## src/rtl/display_mux_driver_pkg.sv

```systemverilog
// ---------------------------------------------------------------------------
// display_mux_driver_pkg
// Shared types and constants for the dual seven-segment multiplex driver.
//   mux_state_t : BLANK (both anodes off) / DRIVE (selected digit lit)
//   SEG_OFF     : all segments dark (active-low)
//   ANODE_OFF   : both anodes disabled (active-low)
// ---------------------------------------------------------------------------
package display_mux_driver_pkg;

  typedef enum logic {
    BLANK = 1'b0,
    DRIVE = 1'b1
  } mux_state_t;

  localparam logic [6:0] SEG_OFF   = 7'h7F;
  localparam logic [1:0] ANODE_OFF = 2'b11;

endpackage

```

## src/rtl/sevenseg_decoder.sv

```systemverilog
// ---------------------------------------------------------------------------
// sevenseg_decoder
// Purely combinational hex to seven-segment decoder, active-low outputs.
// Ports:
//   value_i : 4-bit hex digit
//   seg_o   : segments {g,f,e,d,c,b,a}, 0 = segment lit
// ---------------------------------------------------------------------------
module sevenseg_decoder (
  input  logic [3:0] value_i,
  output logic [6:0] seg_o
);

  // Glyph table; lowercase b and d keep them distinguishable from 8 and 0.
  always_comb begin
    seg_o = 7'h7F;
    case (value_i)
      4'h0: seg_o = 7'b1000000;
      4'h1: seg_o = 7'b1111001;
      4'h2: seg_o = 7'b0100100;
      4'h3: seg_o = 7'b0110000;
      4'h4: seg_o = 7'b0011001;
      4'h5: seg_o = 7'b0010010;
      4'h6: seg_o = 7'b0000010;
      4'h7: seg_o = 7'b1111000;
      4'h8: seg_o = 7'b0000000;
      4'h9: seg_o = 7'b0010000;
      4'hA: seg_o = 7'b0001000;
      4'hB: seg_o = 7'b0000011;
      4'hC: seg_o = 7'b1000110;
      4'hD: seg_o = 7'b0100001;
      4'hE: seg_o = 7'b0000110;
      4'hF: seg_o = 7'b0001110;
      default: seg_o = 7'h7F;
    endcase
  end

endmodule

```

## src/rtl/display_mux_driver.sv

```systemverilog
// ---------------------------------------------------------------------------
// display_mux_driver
// Time-multiplexed driver for a dual seven-segment display. Every toggle of
// io_select starts a blanking gap (both anodes off) before the newly
// selected digit is lit, which suppresses ghosting. Digit values are staged
// on load and only promoted to the display registers on a select toggle.
// Ports:
//   clk       : system clock
//   reset     : asynchronous, active-high reset
//   io_select : digit select from the output-select divider (0/1)
//   load      : strobe capturing digit0/digit1 into staging
//   digit0/1  : hex values for display 0 and display 1
//   seg       : registered active-low segments {g,f,e,d,c,b,a}
//   anode     : registered active-low anodes, anode[i] enables digit i
// ---------------------------------------------------------------------------
module display_mux_driver
  import display_mux_driver_pkg::*;
#(
  parameter int unsigned BLANK_CYCLES = 1024
) (
  input  logic       clk,
  input  logic       reset,
  input  logic       io_select,
  input  logic       load,
  input  logic [3:0] digit0,
  input  logic [3:0] digit1,
  output logic [6:0] seg,
  output logic [1:0] anode
);

  // A zero-length gap still needs a one-bit counter to stay well formed.
  localparam int unsigned CW = (BLANK_CYCLES == 0) ? 1 : $clog2(BLANK_CYCLES + 1);
  localparam logic [CW-1:0] CNT_RELOAD = CW'(BLANK_CYCLES);

  mux_state_t    state_q, state_d;
  logic [CW-1:0] cnt_q, cnt_d;
  logic          sel_q;
  logic          active_sel_q, active_sel_d;
  logic [3:0]    stage0_q, stage0_d, stage1_q, stage1_d;
  logic [3:0]    disp0_q, disp0_d, disp1_q, disp1_d;
  logic [6:0]    seg_q, seg_d;
  logic [1:0]    anode_q, anode_d;

  logic          selEdge;
  logic [3:0]    shownDigit;
  logic [6:0]    decodedSeg;

  assign selEdge    = io_select ^ sel_q;
  assign shownDigit = active_sel_q ? disp1_q : disp0_q;

  sevenseg_decoder u_decoder (
    .value_i (shownDigit),
    .seg_o   (decodedSeg)
  );

  // Staging registers: the most recent load before a select toggle wins.
  always_comb begin
    stage0_d = stage0_q;
    stage1_d = stage1_q;
    if (load) begin
      stage0_d = digit0;
      stage1_d = digit1;
    end
  end

  // Next-state logic. A toggle always restarts blanking, even from BLANK,
  // and latches the digits; a same-cycle load bypasses staging so the value
  // shown after the gap is never stale.
  always_comb begin
    state_d      = state_q;
    cnt_d        = cnt_q;
    active_sel_d = active_sel_q;
    disp0_d      = disp0_q;
    disp1_d      = disp1_q;
    if (selEdge) begin
      state_d      = BLANK;
      cnt_d        = CNT_RELOAD;
      active_sel_d = io_select;
      disp0_d      = load ? digit0 : stage0_q;
      disp1_d      = load ? digit1 : stage1_q;
    end else if (state_q == BLANK) begin
      if (cnt_q == '0) begin
        state_d = DRIVE;
      end else begin
        cnt_d = cnt_q - CW'(1);
      end
    end
  end

  // Output decode from the current state; registering it means the anodes
  // only ever show one lit digit, and never any during BLANK.
  always_comb begin
    seg_d   = SEG_OFF;
    anode_d = ANODE_OFF;
    if (state_q == DRIVE) begin
      seg_d   = decodedSeg;
      anode_d = active_sel_q ? 2'b01 : 2'b10;
    end
  end

  // State, counter and select tracking. Reset behaves like a fresh toggle
  // to digit 0, so an idle divider still ends up showing digit 0.
  always_ff @(posedge clk or posedge reset) begin
    if (reset) begin
      state_q      <= BLANK;
      cnt_q        <= CNT_RELOAD;
      sel_q        <= 1'b0;
      active_sel_q <= 1'b0;
    end else begin
      state_q      <= state_d;
      cnt_q        <= cnt_d;
      sel_q        <= io_select;
      active_sel_q <= active_sel_d;
    end
  end

  // Digit storage: staged values and the values currently on display.
  always_ff @(posedge clk or posedge reset) begin
    if (reset) begin
      stage0_q <= '0;
      stage1_q <= '0;
      disp0_q  <= '0;
      disp1_q  <= '0;
    end else begin
      stage0_q <= stage0_d;
      stage1_q <= stage1_d;
      disp0_q  <= disp0_d;
      disp1_q  <= disp1_d;
    end
  end

  // Output registers, forced dark immediately on reset.
  always_ff @(posedge clk or posedge reset) begin
    if (reset) begin
      seg_q   <= SEG_OFF;
      anode_q <= ANODE_OFF;
    end else begin
      seg_q   <= seg_d;
      anode_q <= anode_d;
    end
  end

  assign seg   = seg_q;
  assign anode = anode_q;

endmodule

```

## config.mk

```make
export PLATFORM = sky130hd
export DESIGN_NAME = display_mux_driver
export DESIGN_NICKNAME = d
export VERILOG_FILES = /design/src/rtl/display_mux_driver_pkg.sv /design/src/rtl/sevenseg_decoder.sv /design/src/rtl/display_mux_driver.sv
export SDC_FILE = /design/constraint.sdc
export NUM_CORES = 1
export LEC_CHECK = 0
export CAP_MARGIN = 20
export CORE_UTILIZATION = 50
export DETAILED_ROUTE_END_ITERATION = 10
export PLACE_DENSITY = 0.83
export REMOVE_ABC_BUFFERS = 1
export SLEW_MARGIN = 30
export SYNTH_ARGS = -nofsm -noshare
export SYNTH_HDL_FRONTEND = slang
export SYNTH_SLANG_ARGS = --single-unit
```

## constraint.sdc

```tcl
create_clock -name clk -period 2.4 [get_ports clk]
set_clock_uncertainty 0.1 [all_clocks]
set_input_delay 0.72 -clock clk [delete_from_list [all_inputs] [get_ports clk]]
set_output_delay 0.72 -clock clk [all_outputs]
set_load 0.02 [all_outputs]
```

==> flow_summary.toml <==
[global_routing]
grt.total_usage_pct = 21.2
gr-total-overflow = 0
grt_pass1_wl_mm = 6.35
antenna_found_initial = 0
use_met1_pct = 24.7
busiest_layer = "met2"
grtUsageMet2_pct = 37.8
grt_max_degree = 40
grt_pass1_vias = 1367
met3_usage_pct = 6.02

[yosys]
synth_top_area_cell = "dfrtp_1"
synth_seq_area_share_pct = 53.8
synth_edf_count = 0
synthDistinctLibCells = 37
synth_top_family_by_area = "multiplexers"
synth-compound-area-share_pct = 10.8
synth_xor_xnor_area_share_pct = 1.43
synth_area_per_cell_um2 = 11.9
async_flop_share_pct = 100
syn_inst = 155
synth-main-ff-cell = "dfrtp_1"
synth.mux.area_fraction_pct = 14.9
yosys.area_share.simple_pct = 12.0
syn_area_um2 = 1840
synthTopCellsByArea = "dfrtp_1 39%, dfstp_2 14%, mux2_2 12%"
synth-adder-area-share_pct = 4.77
yosysTopAreaCellShare_pct = 39.5
ys_ff_latch = 39
synth_warnings = 0

[cells_and_area]
fill_cells = 271
layout.nets = 203
final_core_util_pct = 64.9
drive_gt1_share_pct = 27.0
diodes = 0
synthToLayoutAreaGrowth_pct = 20.7

[pwr]
fin_total_pwr_mw = 2.21
ir_drop_v = 0.000596
static-leakage-power_nw = 0.952
power_density_nw_per_um2 = 996

[cts]
clockRootBuffer = "clkbuf_4"
cts_hold_buf = 0
clk_latency_ns = 0.34
cts_tree = "built"
cts_num_sinks = 39
numCtsBuffers = 5
clkTransAtPathRegs_ns = 0.12
cts_max_path_buffers = 2
cts_max_level = 2

[critical_path]
path_depth = 1
crit_path_start = "seg[4]"
worst_setup_path_end_kind = "primary output"
cp_max_fo = 1
reg2reg_depth = 6
crit_required_ns = 1.58
path_buf_inv = 1
cp_top_family = "buffers and inverters"
rrSetupSlack_ns = 0.12
crit_arrival_ns = 1.50
worstPathCellList = "clkdlybuf4s50_1"
cp-start-kind = "flop"
rr_startpoint = "cnt_q[0]"
slowest_delay_ns = 0.61
crit_type = "flop to primary output"
cp_slowest_cell = "clkdlybuf4s50_1"

[place]
port_buffers = 20
dp_hpwl_mm = 2.62
place_congestion = 0.828

[worst_hold_path]
hold_class = "flop to flop"
min_path_cells = 1
worstHoldStart = "sel_q"

[routing]
drt-vias-per-instance = 5.50
drtIter0Drc = 91
post_drt_wl_per_cell_um = 15.3
ant_nets = 0
dr.pass1.iters = 4
drc = 0
drt_wl_total_mm = 3.53
vias = 1271

[timing]
finalMaxSlewViolations = 0
fin_crit_sh_pct = 96.5
setup_viol = 0
rsz0062_at_grt = "no"
hold_violations = 0
max_freq_ghz = 0.432
finalSetupTns_ns = 0
min_period_ns = 2.32
relSlewSlack_pct = 56.8
worst-slew-pin-transition_ns = 0.630

[job]
drv.max_cap_violation_count = 0

[die]
die_x_um = 62.6
initial_utilization_pct = 53.8
core_area_um2 = 3420
die_area_um2 = 3920
dieHeight_um = 62.6
num_io_pins = 21
placementRows = 21

[run_status]
outcome = "finished, final reports clean"
## where the power goes
part | total [mW] | internal [mW] | leakage, nW | switching, mW
combinational | 0.837 | 0.404 | 0.442 | 0.433
sequential | 0.922 | 0.806 | 0.462 | 0.116
clock | 0.450 | 0.246 | 0.0482 | 0.204
## final cells by class
cell class              count  area (um^2)  share of cell area [%]
multi-input cells         105          807                    36.4
clock buffers               6         51.3                    2.31
well taps                  46         57.6                    2.59
inverters                   5         18.8                   0.846
repair buffers             28          260                    11.7
clock inverters             2         35.0                    1.58
flip-flops and latches     39          988                    44.6
## synth_stat cells (2+ instances only)
cell,instances
dfrtp_1,29
mux2_2,19
nor2_1,13
dfstp_2,10
a21oi_1,8
ha_1,7
nand2_1,7
mux2i_1,6
inv_1,5
clkbuf_1,4
o21ai_0,4
a211oi_1,3
nand2b_1,3
nand3_1,3
o211ai_1,3
o311ai_0,3
or3_1,3
a211o_1,2
nor3_1,2
nor4_1,2
or4_4,2
xnor2_1,2
## per-stage QoR
step | instances | hold WS [ns] | instance area [um^2] | setup slack, ns
2_1_floorplan | 149 | 0.355 | 1810 | 0.220
5_1_grt | 231 | 0.423 | 2220 | 0.0254
3_5_place_dp | 221 | 0.389 | 2120 | 0.0776
4_1_cts | 229 | 0.399 | 2200 | 0.0672
3_3_place_gp | 221 | 0.370 | 2120 | 0.136
6_report | 231 | 0.392 | 2220 | 0.0840
## routing by layer
layer	vias to the layer above	part of all wire (%)
met3	2	3.3
met5	-	0
met1	628	41
li1	616	-
met4	0	0.71
met2	25	55
## path summary, 6_finish.rpt
kind                           endpoint
setup reg to reg              cnt_q[10]
hold / removal             active_sel_q
max in group asynchronous     cnt_q[10]
setup / recovery                 seg[4]
min in group asynchronous   stage0_q[2]
hold reg to reg            active_sel_q
## placed cells by master, fill, tap and decap left out, types with 2 or more instances in the layout
cell	count
dfrtp_1	29
clkdlybuf4s50_1	20
mux2_2	19
nor2_1	13
dfstp_2	10
a21oi_1	8
buf_4	8
nand2_1	7
ha_1	7
mux2i_1	6
inv_1	5
clkbuf_4	5
o21ai_0	4
a211oi_1	3
or3_1	3
nand2b_1	3
nand3_1	3
o311ai_0	3
o211ai_1	3
or4_4	2
nor4_1	2
nor3_1	2
a211o_1	2
xnor2_1	2
## sequential cells by signal, summed over array words and instances, names as in the netlist, 2 cells and up
name	flops
disp0_q	4
stage0_q	4
stage1_q	4
cnt_q	11
disp1_q	4
anode	2
seg	7
## logic make-up after synthesis
logic type | Yosys count
AND/OR/NAND/NOR | 41
flip-flops | 39
AO/OA/AOI/OAI | 29
multiplexers | 25
buffers and inverters | 11
adder cells (fa/ha/maj) | 7
XOR/XNOR | 3
## timing repair
action | 4_1_cts | 5_1_grt
setup buffers | 0 | 2
resized for setup | 0 | 0
endpoints found under the setup margin | 0 | 1
endpoints found under the hold margin | 0 | 0
No activity file was read; power rests on OpenSTA's default activity.
